`src/rtl/dec_bypass_ring.sv`:
```
// Registered bypass ring between deflection subrouters, with per-subnet drain FIFOs.
// Optional drain/saturation statistics are enabled by defining BYPASS_STAT_EN.
`ifndef WIDTH_PORT
`define WIDTH_PORT 32
`endif
`ifndef WIDTH_PV
`define WIDTH_PV 4
`endif

module dec_bypass_ring #(
  parameter int NUM_SUBNET = 2,
  parameter int WIDTH_PORT = `WIDTH_PORT,
  parameter int WIDTH_PV   = `WIDTH_PV,
  parameter int MAX_HOP    = 3,
  parameter int HOP_W      = 4
) (
  input  logic                           clk,
  input  logic                           reset,
  input  logic [NUM_SUBNET*WIDTH_PORT-1:0] byp_in,
  input  logic [NUM_SUBNET*WIDTH_PV-1:0]   pv_in,
  input  logic [NUM_SUBNET-1:0]            vld_in,
  input  logic [NUM_SUBNET-1:0]            fwd_in,
  output logic [NUM_SUBNET*WIDTH_PORT-1:0] byp_out,
  output logic [NUM_SUBNET*WIDTH_PV-1:0]   pv_out,
  output logic [NUM_SUBNET-1:0]            vld_out,
  output logic [NUM_SUBNET*WIDTH_PORT-1:0] drain_flit,
  output logic [NUM_SUBNET-1:0]            drain_vld,
  input  logic [NUM_SUBNET-1:0]            drain_rdy,
  output logic [NUM_SUBNET*16-1:0]         stat_drain,
  output logic [NUM_SUBNET*16-1:0]         stat_sat
);

  localparam logic [HOP_W-1:0] MAXH = HOP_W'(MAX_HOP);

  logic [WIDTH_PORT-1:0] r_flit [NUM_SUBNET];
  logic [WIDTH_PV-1:0]   r_pv   [NUM_SUBNET];
  logic [NUM_SUBNET-1:0] r_vld;
  logic [HOP_W-1:0]      r_hop  [NUM_SUBNET];
  logic [HOP_W-1:0]      hop_nxt[NUM_SUBNET];

  logic [WIDTH_PORT-1:0] mem    [NUM_SUBNET][2];
  logic [NUM_SUBNET-1:0] wr_ptr, rd_ptr;
  logic [1:0]            cnt    [NUM_SUBNET];

  logic [NUM_SUBNET-1:0] arr_max, push, pop;

  // Stage feeding subnet j is the one loaded by subnet j-1.
  function automatic int src(input int j);
    return (j + NUM_SUBNET - 1) % NUM_SUBNET;
  endfunction

  always_comb begin
    arr_max    = '0;
    push       = '0;
    pop        = '0;
    vld_out    = '0;
    byp_out    = '0;
    pv_out     = '0;
    drain_vld  = '0;
    drain_flit = '0;
    for (int j = 0; j < NUM_SUBNET; j++) begin
      hop_nxt[j] = '0;
      arr_max[j] = r_vld[src(j)] && (r_hop[src(j)] == MAXH);
      pop[j]     = drain_rdy[j] && (cnt[j] != 2'd0);
      // A full FIFO still accepts when it is popped in the same cycle.
      push[j]    = arr_max[j] && ((cnt[j] != 2'd2) || pop[j]);
      vld_out[j] = !reset && r_vld[src(j)] && !push[j];
      if (vld_out[j]) begin
        byp_out[j*WIDTH_PORT +: WIDTH_PORT] = r_flit[src(j)];
        pv_out[j*WIDTH_PV +: WIDTH_PV]      = r_pv[src(j)];
      end
      drain_vld[j] = !reset && (cnt[j] != 2'd0);
      if (drain_vld[j])
        drain_flit[j*WIDTH_PORT +: WIDTH_PORT] = mem[j][rd_ptr[j]];
      if (fwd_in[j])
        hop_nxt[j] = (r_hop[src(j)] == MAXH) ? MAXH : r_hop[src(j)] + HOP_W'(1);
    end
  end

  always_ff @(posedge clk) begin
    for (int i = 0; i < NUM_SUBNET; i++) begin
      if (reset) begin
        r_vld[i]  <= 1'b0;
        r_hop[i]  <= '0;
        cnt[i]    <= 2'd0;
        wr_ptr[i] <= 1'b0;
        rd_ptr[i] <= 1'b0;
      end else begin
        r_vld[i]  <= vld_in[i];
        r_hop[i]  <= hop_nxt[i];
        r_flit[i] <= byp_in[i*WIDTH_PORT +: WIDTH_PORT];
        r_pv[i]   <= pv_in[i*WIDTH_PV +: WIDTH_PV];
        if (push[i]) begin
          mem[i][wr_ptr[i]] <= r_flit[src(i)];
          wr_ptr[i]         <= ~wr_ptr[i];
        end
        if (pop[i])
          rd_ptr[i] <= ~rd_ptr[i];
        cnt[i] <= cnt[i] + 2'(push[i]) - 2'(pop[i]);
      end
    end
  end

`ifdef BYPASS_STAT_EN
  logic [15:0] cnt_drain [NUM_SUBNET];
  logic [15:0] cnt_sat   [NUM_SUBNET];

  always_ff @(posedge clk) begin
    for (int i = 0; i < NUM_SUBNET; i++) begin
      if (reset) begin
        cnt_drain[i] <= '0;
        cnt_sat[i]   <= '0;
      end else begin
        if (push[i] && cnt_drain[i] != 16'hFFFF)
          cnt_drain[i] <= cnt_drain[i] + 16'd1;
        if (arr_max[i] && !push[i] && cnt_sat[i] != 16'hFFFF)
          cnt_sat[i] <= cnt_sat[i] + 16'd1;
      end
    end
  end

  always_comb begin
    stat_drain = '0;
    stat_sat   = '0;
    for (int i = 0; i < NUM_SUBNET; i++) begin
      stat_drain[i*16 +: 16] = cnt_drain[i];
      stat_sat[i*16 +: 16]   = cnt_sat[i];
    end
  end
`else
  assign stat_drain = '0;
  assign stat_sat   = '0;
`endif

endmodule

```
`config.mk`:
```
export PLATFORM = sky130hd
export DESIGN_NAME = dec_bypass_ring
export DESIGN_NICKNAME = d
export VERILOG_FILES = /design/src/rtl/dec_bypass_ring.sv
export SDC_FILE = /design/constraint.sdc
export NUM_CORES = 1
export LEC_CHECK = 0
export BUFFER_PORTS_ARGS = -buffer_cell sky130_fd_sc_hd__buf_4
export CELL_PAD_IN_SITES_DETAIL_PLACEMENT = 1
export CELL_PAD_IN_SITES_GLOBAL_PLACEMENT = 2
export CORE_MARGIN = 2
export CORE_UTILIZATION = 34
export DETAILED_ROUTE_END_ITERATION = 8
export GPL_ROUTABILITY_DRIVEN = 0
export PLACE_DENSITY = 0.89
export SLEW_MARGIN = 0
export SYNTH_ARGS = -nofsm -noshare
export SYNTH_HDL_FRONTEND = slang
export SYNTH_SLANG_ARGS = --single-unit
```
`constraint.sdc`:
```
create_clock -name clk -period 5.4 [get_ports clk]
set_input_delay 0.81 -clock clk [delete_from_list [all_inputs] [get_ports clk]]
set_output_delay 0.81 -clock clk [all_outputs]
set_load 0.1 [all_outputs]
```
=== Word level (Yosys, flattened, before mapping) ===
Memory sizes are Yosys's and may differ from the RTL's.
Index checks and enable logic that the tools add are counted.

* Register bits after elaboration: 6
* Bits in writable memories: 212
* Bits of input ports: 80
* Output and inout port bits: 204
* Word-level logic and storage cells: 92
* Memories kept: 5

{| class="wikitable"
|+ Memory list
! name !! depth !! width !! read ports !! clocked after Yosys merged registers in !! write ports !! line !! text
|-
| mem || 2 || 64 || 2 || 0 || 2 || 41 || <nowiki>logic [WIDTH_PORT-1:0] mem [NUM_SUBNET][2];</nowiki>
|-
| r_flit || 2 || 32 || 2 || 0 || 2 || 35 || <nowiki>logic [WIDTH_PORT-1:0] r_flit [NUM_SUBNET];</nowiki>
|-
| r_hop || 2 || 4 || 2 || 0 || 2 || 38 || <nowiki>logic [HOP_W-1:0] r_hop [NUM_SUBNET];</nowiki>
|-
| r_pv || 2 || 4 || 2 || 0 || 2 || 36 || <nowiki>logic [WIDTH_PV-1:0] r_pv [NUM_SUBNET];</nowiki>
|-
| cnt || 2 || 2 || 2 || 0 || 2 || 43 || <nowiki>logic [1:0] cnt [NUM_SUBNET];</nowiki>
|}

* $add $sub $neg: 6
* Magnitude comparators: 6
* Equal/unequal tests: 4
* Muxes and demuxes: 33
* Bitwise operators: 12
* Reductions and logical operators: 21

{| class="wikitable"
|+ Operators with widths
! operator !! number
|-
| 32-bit two-way mux || 12
|-
| 64-bit two-way mux || 2
|-
| 32-bit demux with 1-bit select || 2
|-
| 4-bit two-way mux || 8
|-
| 1-bit logical AND || 14
|-
| 4-bit by 1-bit adder with 4-bit output, second input constant || 2
|-
| 4-bit by 2-bit equality test with 1-bit output, second input constant || 2
|-
| 2-bit greater-or-equal comparator, second input constant || 4
|-
| 1-bit NOT with 2-bit output || 4
|-
| 1-bit two-way mux || 7
|-
| 2-bit by 1-bit adder with 2-bit output || 2
|-
| 2-bit by 1-bit < comparator with 1-bit output, second input constant || 2
|-
| 2-bit two-way mux || 2
|-
| 2-bit inequality test, second input constant || 2
|-
| 1-bit NOT || 4
|-
| 1-bit bitwise OR || 4
|-
| 2-bit nonzero test || 2
|-
| 2-bit by 1-bit subtractor with 2-bit output || 2
|-
| 1-bit zero test || 3
|-
| 1-bit logical OR || 2
|}

=== Depth between registers and ports, before layout ===
Gate-level depths: netlist (run 1).
An unclocked memory read counts as a cell.

* Depth in word-level cells: 8
* Depth in mapped cells: 8
* Mapped depth without buffers: 8

=== Worst setup path after synthesis (run 1) ===
Ideal clock, no wire load.

* Kind: input-to-output
* Start point: input reset
* End point: output drain_flit[10]
* Arrival time: 4.471 ns
* Required time: 4.590 ns
* Path slack: 0.119 ns
* Stages on the path: 5
* Path buffers: 2
* Path through: buf_2 > inv_1 > o21ai_1 > clkbuf_1 > nor2_1

* Cells in the longest elaborated chain, start to end: 3

{| class="wikitable"
|+ RTL lines
! element !! line !! text
|-
| start, declared || 18 || <nowiki>input logic reset,</nowiki>
|-
| 1-bit zero test || 72 || <nowiki>drain_vld[j] = !reset && (cnt[j] != 2'd0);</nowiki>
|-
| 1-bit logical AND || 72 ||
|-
| 32-bit two-way mux || 73 || <nowiki>if (drain_vld[j])</nowiki>
|-
| end, declared || 26 || <nowiki>output logic [NUM_SUBNET*WIDTH_PORT-1:0] drain_flit,</nowiki>
|}

No other way between the ends.

=== Final worst setup path (run 1) ===
* Start point: input reset
* End point: output drain_flit[20]

Same word-level chain as after synthesis.

==> results of run 1 <==
worst paths after layout:
kind	from	end	slack, ns	depth (start not counted)
worst max register to register	r_hop[0][0]	mem[0][79]	2.90	5
worst max-delay path	reset	drain_flit[20]	1.78	5
worst min-delay path	byp_in[47]	r_flit[0][47]	0.45	1
worst min register to register	r_flit[0][37]	mem[0][5]	0.46	0
per-layer routing:
metal  part of all wire [%]  GRT usage (%)  wire length (um)  vias to the layer above
met5                      0              0                 0                        -
met4                    3.3          5.020               678                        0
met3                    4.7          2.972               950                       33
met2                     55          26.72             11100                      143
met1                     37          15.78              7593                     2482
li1                       -              -                 -                     2363
cell families (layout without fill, tap and decap cells):
group           count (synthesis)  in the layout
compound gates                 10             10
xor+xnor                        7              7
fa+ha+maj                       6              6
buf+inv                        99            284
flops                         218            218
mux                            66             66
other cells                     1             64
simple gates                  174            174
flip-flops by register name, summed over array words and instances (netlist names):
name    cells
cnt         4
rd_ptr      2
r_flit     64
mem       128
r_pv        8
wr_ptr      2
r_vld       2
r_hop       8
Yosys cell counts, types with 4 or more instances:
| master | n | area share (%) |
|---|---|---|
| edfxtp_1 | 200 | 68 |
| nor2_1 | 76 | 3.2 |
| and2_1 | 73 | 5.2 |
| buf_4 | 64 | 5.4 |
| mux2i_1 | 64 | 7.3 |
| dfxtp_1 | 18 | 4.1 |
| inv_1 | 13 | 0.55 |
| clkbuf_1 | 9 | 0.38 |
| buf_2 | 7 | 0.40 |
| buf_6 | 6 | 0.77 |
| ha_1 | 6 | 0.85 |
| nor2b_1 | 6 | 0.43 |
| a21oi_1 | 4 | 0.23 |
| nand3_1 | 4 | 0.23 |
| nor3b_1 | 4 | 0.34 |
| xor2_1 | 4 | 0.40 |
metrics by stage:
step / cells / setup slack, ns / hold WS (ns) / total power, uW
floorplan: 644 / 0.1192 / 0.4362 / 2887
global placement: 1114 / 1.566 / 0.4408 / 3064
detailed placement: 1114 / 1.552 / 0.4499 / 3079
CTS: 1158 / 1.428 / 0.4272 / 4620
global route: 1159 / 1.549 / 0.4252 / 4712
finish: 1159 / 1.776 / 0.4520 / 4562
power groups by stage:
stage | Combinational [uW] | Clock, uW | Sequential, uW
after floorplan | 918 | 0 | 1970
final | 1040 | 1530 | 2000
after global placement | 1030 | 0 | 2030
after global routing | 1070 | 1630 | 2010
after CTS | 1040 | 1570 | 2000
after detailed placement | 1040 | 0 | 2040
cell type report:
type	count	area, um^2	area share (%)
clock inverters	13	112.6	0.9926
flip-flops and latches	218	6369	56.14
repair buffers	227	1712	15.09
well taps	330	412.9	3.640
multi-input cells	327	2062	18.18
inverters	13	50.05	0.4412
clock buffers	31	626.9	5.526
==> flow_metrics.py, run 1 <==
metrics = {
    "clock_tree": {
        "worst_skew_pair.late_latency_ns": 0.53,
        "clk_root_buffer_cell": "clkbuf_16",
        "clock_tree.buffer_depth": 3,
        "cts_made_buffers": 24,
        "htreeDepth": 1,
        "cts_tree": "yes",
        "clock_sink_count": 218,
        "clk_pin_slew_worst_paths_ns": 0.06,
        "post_cts.repair.setup_buffers": 0,
        "cts_repair_resize_count": 0,
        "post_cts_hold_buffer_count": 0,
    },
    "timing": {
        "totalNegativeSetupSlack_ns": 0,
        "final_period_minus_worst_setup_slack_ns": 3.624,
        "slew_viol_final": 0,
        "rsz0062_at_grt": "false",
        "setup_viol": 0,
        "max_freq_mhz": 275.9,
        "timing_hold_violations_final": 0,
        "timing.final.crit_share_pct": 67.11,
        "final.setup_skew_ns": 0.01817,
        "worst_slew_pin_slew_ns": 1.100,
        "timing.slew.headroom_pct": 26.70,
    },
    "die": {
        "num_io_pins": 284,
        "std_cell_rows": 58,
        "die_height_um": 165.1,
        "floorplan.core_area_um2": 25330,
        "die_w_um": 165.1,
        "full_die_area_um2": 27250,
        "initial_core_utilization_pct": 34.83,
    },
    "power": {
        "clock_power_share_pct": 33.5,
        "power.sequential.fraction_pct": 43.8,
        "power_switching_share_pct": 34.23,
        "max_vdd_drop_mv": 0.3214,
        "p_per_area_nw_per_um2": 402.1,
        "p_int_uw": 3000,
        "power.switching_uw": 1562,
        "proportion_of_power_drawn_by_combinational_gates_pct": 22.7,
        "power.leakage_uw": 0.004419,
    },
    "logic_synthesis": {
        "ys_async_rst_share_pct": 0,
        "yosysWarnings": 0,
        "post_synth_inst_count": 581,
        "synth_cell_types": 27,
        "synth_xor_area_share_pct": 0.6949,
        "yosys.area_share.adder_pct": 0.8509,
        "avg_synthesized_cell_area_um2": 15.18,
        "main_combinational_cell_family_by_area_after_synthesis": "simple AND/OR/NAND/NOR gates",
        "ys_seq_elements": 218,
        "ys_seq_area_share_pct": 72.16,
        "mappedNetlistArea_um2": 8822,
        "synth-compound-area-share_pct": 0.9644,
        "synth_simple_gate_area_share_pct": 10.23,
        "dominantRegCellSynth": "edfxtp_1",
        "synth_enable_flop_cells": 200,
        "muxShareOfSynthArea_pct": 7.517,
    },
    "setup_path": {
        "critPathTopFamily": "buffers and inverters",
        "critical_path.slowest_cell": "o21ai_4",
        "worst_setup_start_kind": "input pin",
        "critical_path.max_fanout": 39,
        "timing_worst_setup_path_type": "in -> out",
        "cpPeakStageDelay_ns": 0.64,
        "cp_data_arrival_time_ns": 2.81,
        "worst-path-buf-inv": 3,
        "endpoint_kind": "output pin",
        "cp.required_ns": 4.59,
        "critical_path.cell_chain": "buf_4, clkinv_2, o21ai_4, nor2_1, buf_4",
        "worst_path_most_repeated_cell": "buf_4",
    },
    "grt": {
        "grt_start_max_net_pins": 40,
        "grt_first_pass_wirelength_um": 29530,
        "grt_overflow_total": 0,
        "groute.usage.overall_pct": 14.21,
        "grt_antenna_before_repair": 0,
        "grt_pass1_vias": 5306,
    },
    "layout": {
        "layout.nets": 897,
        "layout-area-overhead-vs-synth_pct": 28.59,
        "final_layout_size_suffix_gt1_share_pct": 32.93,
        "postLayoutCoreUtil_pct": 44.79,
        "nFillCells": 2623,
        "mostFrequentLayoutCell": "buf_4",
        "antennaDiodeCount": 0,
        "finalInstanceArea_um2": 11340,
        "layout_common_cells": "buf_4 (226), edfxtp_1 (200), nor2_1 (76), and2_1 (73)",
    },
    "job": {
        "cap_viol_max_count": 0,
    },
    "placement": {
        "postPlaceCellArea_um2": 10590,
        "place.port_buffers": 219,
        "hpwlAfterDp_um": 13810,
    },
    "route": {
        "drt.antenna.violating_nets": 0,
        "post_drt_via_cell_ratio": 4.332,
        "detailroute.via_count": 5021,
        "dr.first_iter.drc_count": 228,
        "dr.pass1.iters": 4,
        "drc": 0,
        "wire_per_inst_um": 17.54,
        "final_routed_wirelength_across_all_metal_layers_um": 20320,
    },
    "hold_path": {
        "hp-class": "in -> reg",
    },
    "outcome": {
        "result_of_the_run": "finished, final reports clean",
    },
}
(Power assumes the default switching activity.)
==> run 2, diff against run 1 <==
Settings changed: CORE_UTILIZATION 34 to 31, PLACE_DENSITY 0.89 to 0.86.
Clock period 5.4 ns to 2.92 ns, I/O delays scaled along.
==> flow_metrics.py, run 2 (synthesis results as in run 1) <==
metrics = {
    "timing": {
        "timing.final.crit_share_pct": 96.45,
        "timing_hold_violations_final": 0,
        "timing.slew.headroom_pct": 58.87,
        "final_period_minus_worst_setup_slack_ns": 2.816,
        "max_freq_mhz": 355.1,
        "final.setup_skew_ns": 0.01045,
        "slew_viol_final": 0,
        "setup_viol": 0,
        "worst_hold_slack_ns": 0.1078,
        "worst_slew_pin_slew_ns": 0.6169,
    },
    "clock_tree": {
        "clock_tree.buffer_depth": 3,
        "clk_pin_slew_worst_paths_ns": 0.06,
        "cts_tree": "yes",
        "post_cts.repair.setup_buffers": 0,
        "htreeDepth": 1,
        "worst_skew_pair.late_latency_ns": 0.51,
        "clk_root_buffer_cell": "clkbuf_16",
        "post_cts_hold_buffer_count": 0,
        "cts_made_buffers": 25,
        "clock_sink_count": 218,
    },
    "setup_path": {
        "cp.required_ns": 2.48,
        "cp_data_arrival_time_ns": 2.38,
        "critical_path.max_fanout": 34,
        "timing_worst_setup_path_type": "reg -> out",
        "endpoint_kind": "output pin",
        "worst_setup_start_kind": "register",
    },
    "route": {
        "drt.antenna.violating_nets": 0,
        "drc": 0,
        "post_drt_via_cell_ratio": 4.243,
        "dr.pass1.iters": 4,
        "detailroute.via_count": 5151,
        "wire_per_inst_um": 17.11,
        "dr.first_iter.drc_count": 266,
        "final_routed_wirelength_across_all_metal_layers_um": 20770,
    },
    "layout": {
        "postLayoutCoreUtil_pct": 43.26,
        "mostFrequentLayoutCell": "buf_4",
        "layout.nets": 905,
        "largest_register_ffs": 128,
        "layout_common_cells": "buf_4 (210), edfxtp_1 (200), and2_1 (73), mux2i_1 (64), conb_1 (64)",
        "finalInstanceArea_um2": 12080,
        "antennaDiodeCount": 0,
        "layout-area-overhead-vs-synth_pct": 36.97,
        "final_layout_size_suffix_gt1_share_pct": 41.87,
    },
    "power": {
        "p_per_area_nw_per_um2": 737.7,
        "power.leakage_uw": 0.004527,
        "max_vdd_drop_mv": 0.4418,
    },
    "placement": {
        "hpwlAfterDp_um": 14490,
        "place.port_buffers": 219,
        "postPlaceCellArea_um2": 11190,
    },
    "grt": {
        "grt_antenna_before_repair": 0,
        "grt_pass1_vias": 5493,
        "grt_start_max_net_pins": 41,
        "groute.usage.overall_pct": 13.53,
        "grt_first_pass_wirelength_um": 31850,
        "grt_overflow_total": 0,
    },
    "job": {
        "cap_viol_max_count": 0,
    },
    "die": {
        "std_cell_rows": 61,
        "floorplan.core_area_um2": 27930,
        "initial_core_utilization_pct": 31.58,
        "full_die_area_um2": 29820,
        "die_height_um": 172.7,
        "die_w_um": 172.7,
        "num_io_pins": 284,
    },
    "hold_path": {
        "hp-class": "in -> reg",
    },
    "outcome": {
        "result_of_the_run": "finished, final reports clean",
    },
}
## run 2: cell count changes in the layout (fill, tap and decap cells not counted), sizes merged
| cell | previous run | this run |
|---|---|---|
| clkinvlp | 2 | 4 |
| bufinv | 1 | 4 |
| inv | 12 | 10 |
| clkbuf | 31 | 28 |
| buf | 227 | 234 |
## run 2: cell type report
type | count | area, um^2
clock buffers | 28 | 636.9
clock inverters | 16 | 182.7
fillers | 2867 | 15850
inverters | 13 | 60.06
multi-input cells | 327 | 2455
flip-flops and latches | 218 | 6369
well taps | 378 | 473.0
repair buffers | 234 | 1908
## run 2: final timing paths
| path | start | end | cells after the start | slack, ns |
|---|---|---|---|---|
| setup / recovery | cnt[1][1] | byp_out[46] | 5 | 0.10 |
| setup reg to reg | r_hop[1][0] | mem[0][3] | 6 | 0.70 |
| hold / removal | byp_in[49] | r_flit[0][49] | 1 | 0.11 |
| hold reg to reg | r_flit[0][14] | mem[0][110] | 0 | 0.46 |
## run 2: where the power goes
group | leakage, uW | switching [uW] | internal (uW)
Combinational | 0.00213 | 1700 | 483
Sequential | 0.00200 | 97.0 | 3540
Clock | 0.000398 | 1180 | 1910
Total | 0.00453 | 2980 | 5930
## run 2: repair_timing
item	4_1_cts	5_1_grt
endpoints found under the hold margin	0	0
pin swaps	0	1
resized for setup	5	15
endpoints found under the setup margin	39	42
## run 2: per-stage QoR
step                worst slack (ns)  cells  total power, uW  setup TNS, ns
global route               -0.008228   1214             9213      -0.008228
CTS                         0.006531   1214             9018              0
floorplan                    -0.1135    644             5519         -2.148
finish                        0.1035   1214             8914              0
detailed placement            0.3981   1170             5897              0
global placement              0.3986   1170             5870              0
## run 2: worst max-delay path: stages (launching register included)
cell	delay (ns)
dfxtp_1	0.43
or3b_4	0.43
a211oi_4	0.33
buf_12	0.22
and2_1	0.16
buf_4	0.29
## run 2: routing by layer
layer / GRT usage, % / up-vias / share of wire, %
li1: - / 2390 / -
met1: 16.20 / 2510 / 40
met2: 23.43 / 220 / 49
met3: 4.749 / 31 / 8.7
met4: 3.143 / 0 / 2.1
met5: 0 / - / 0
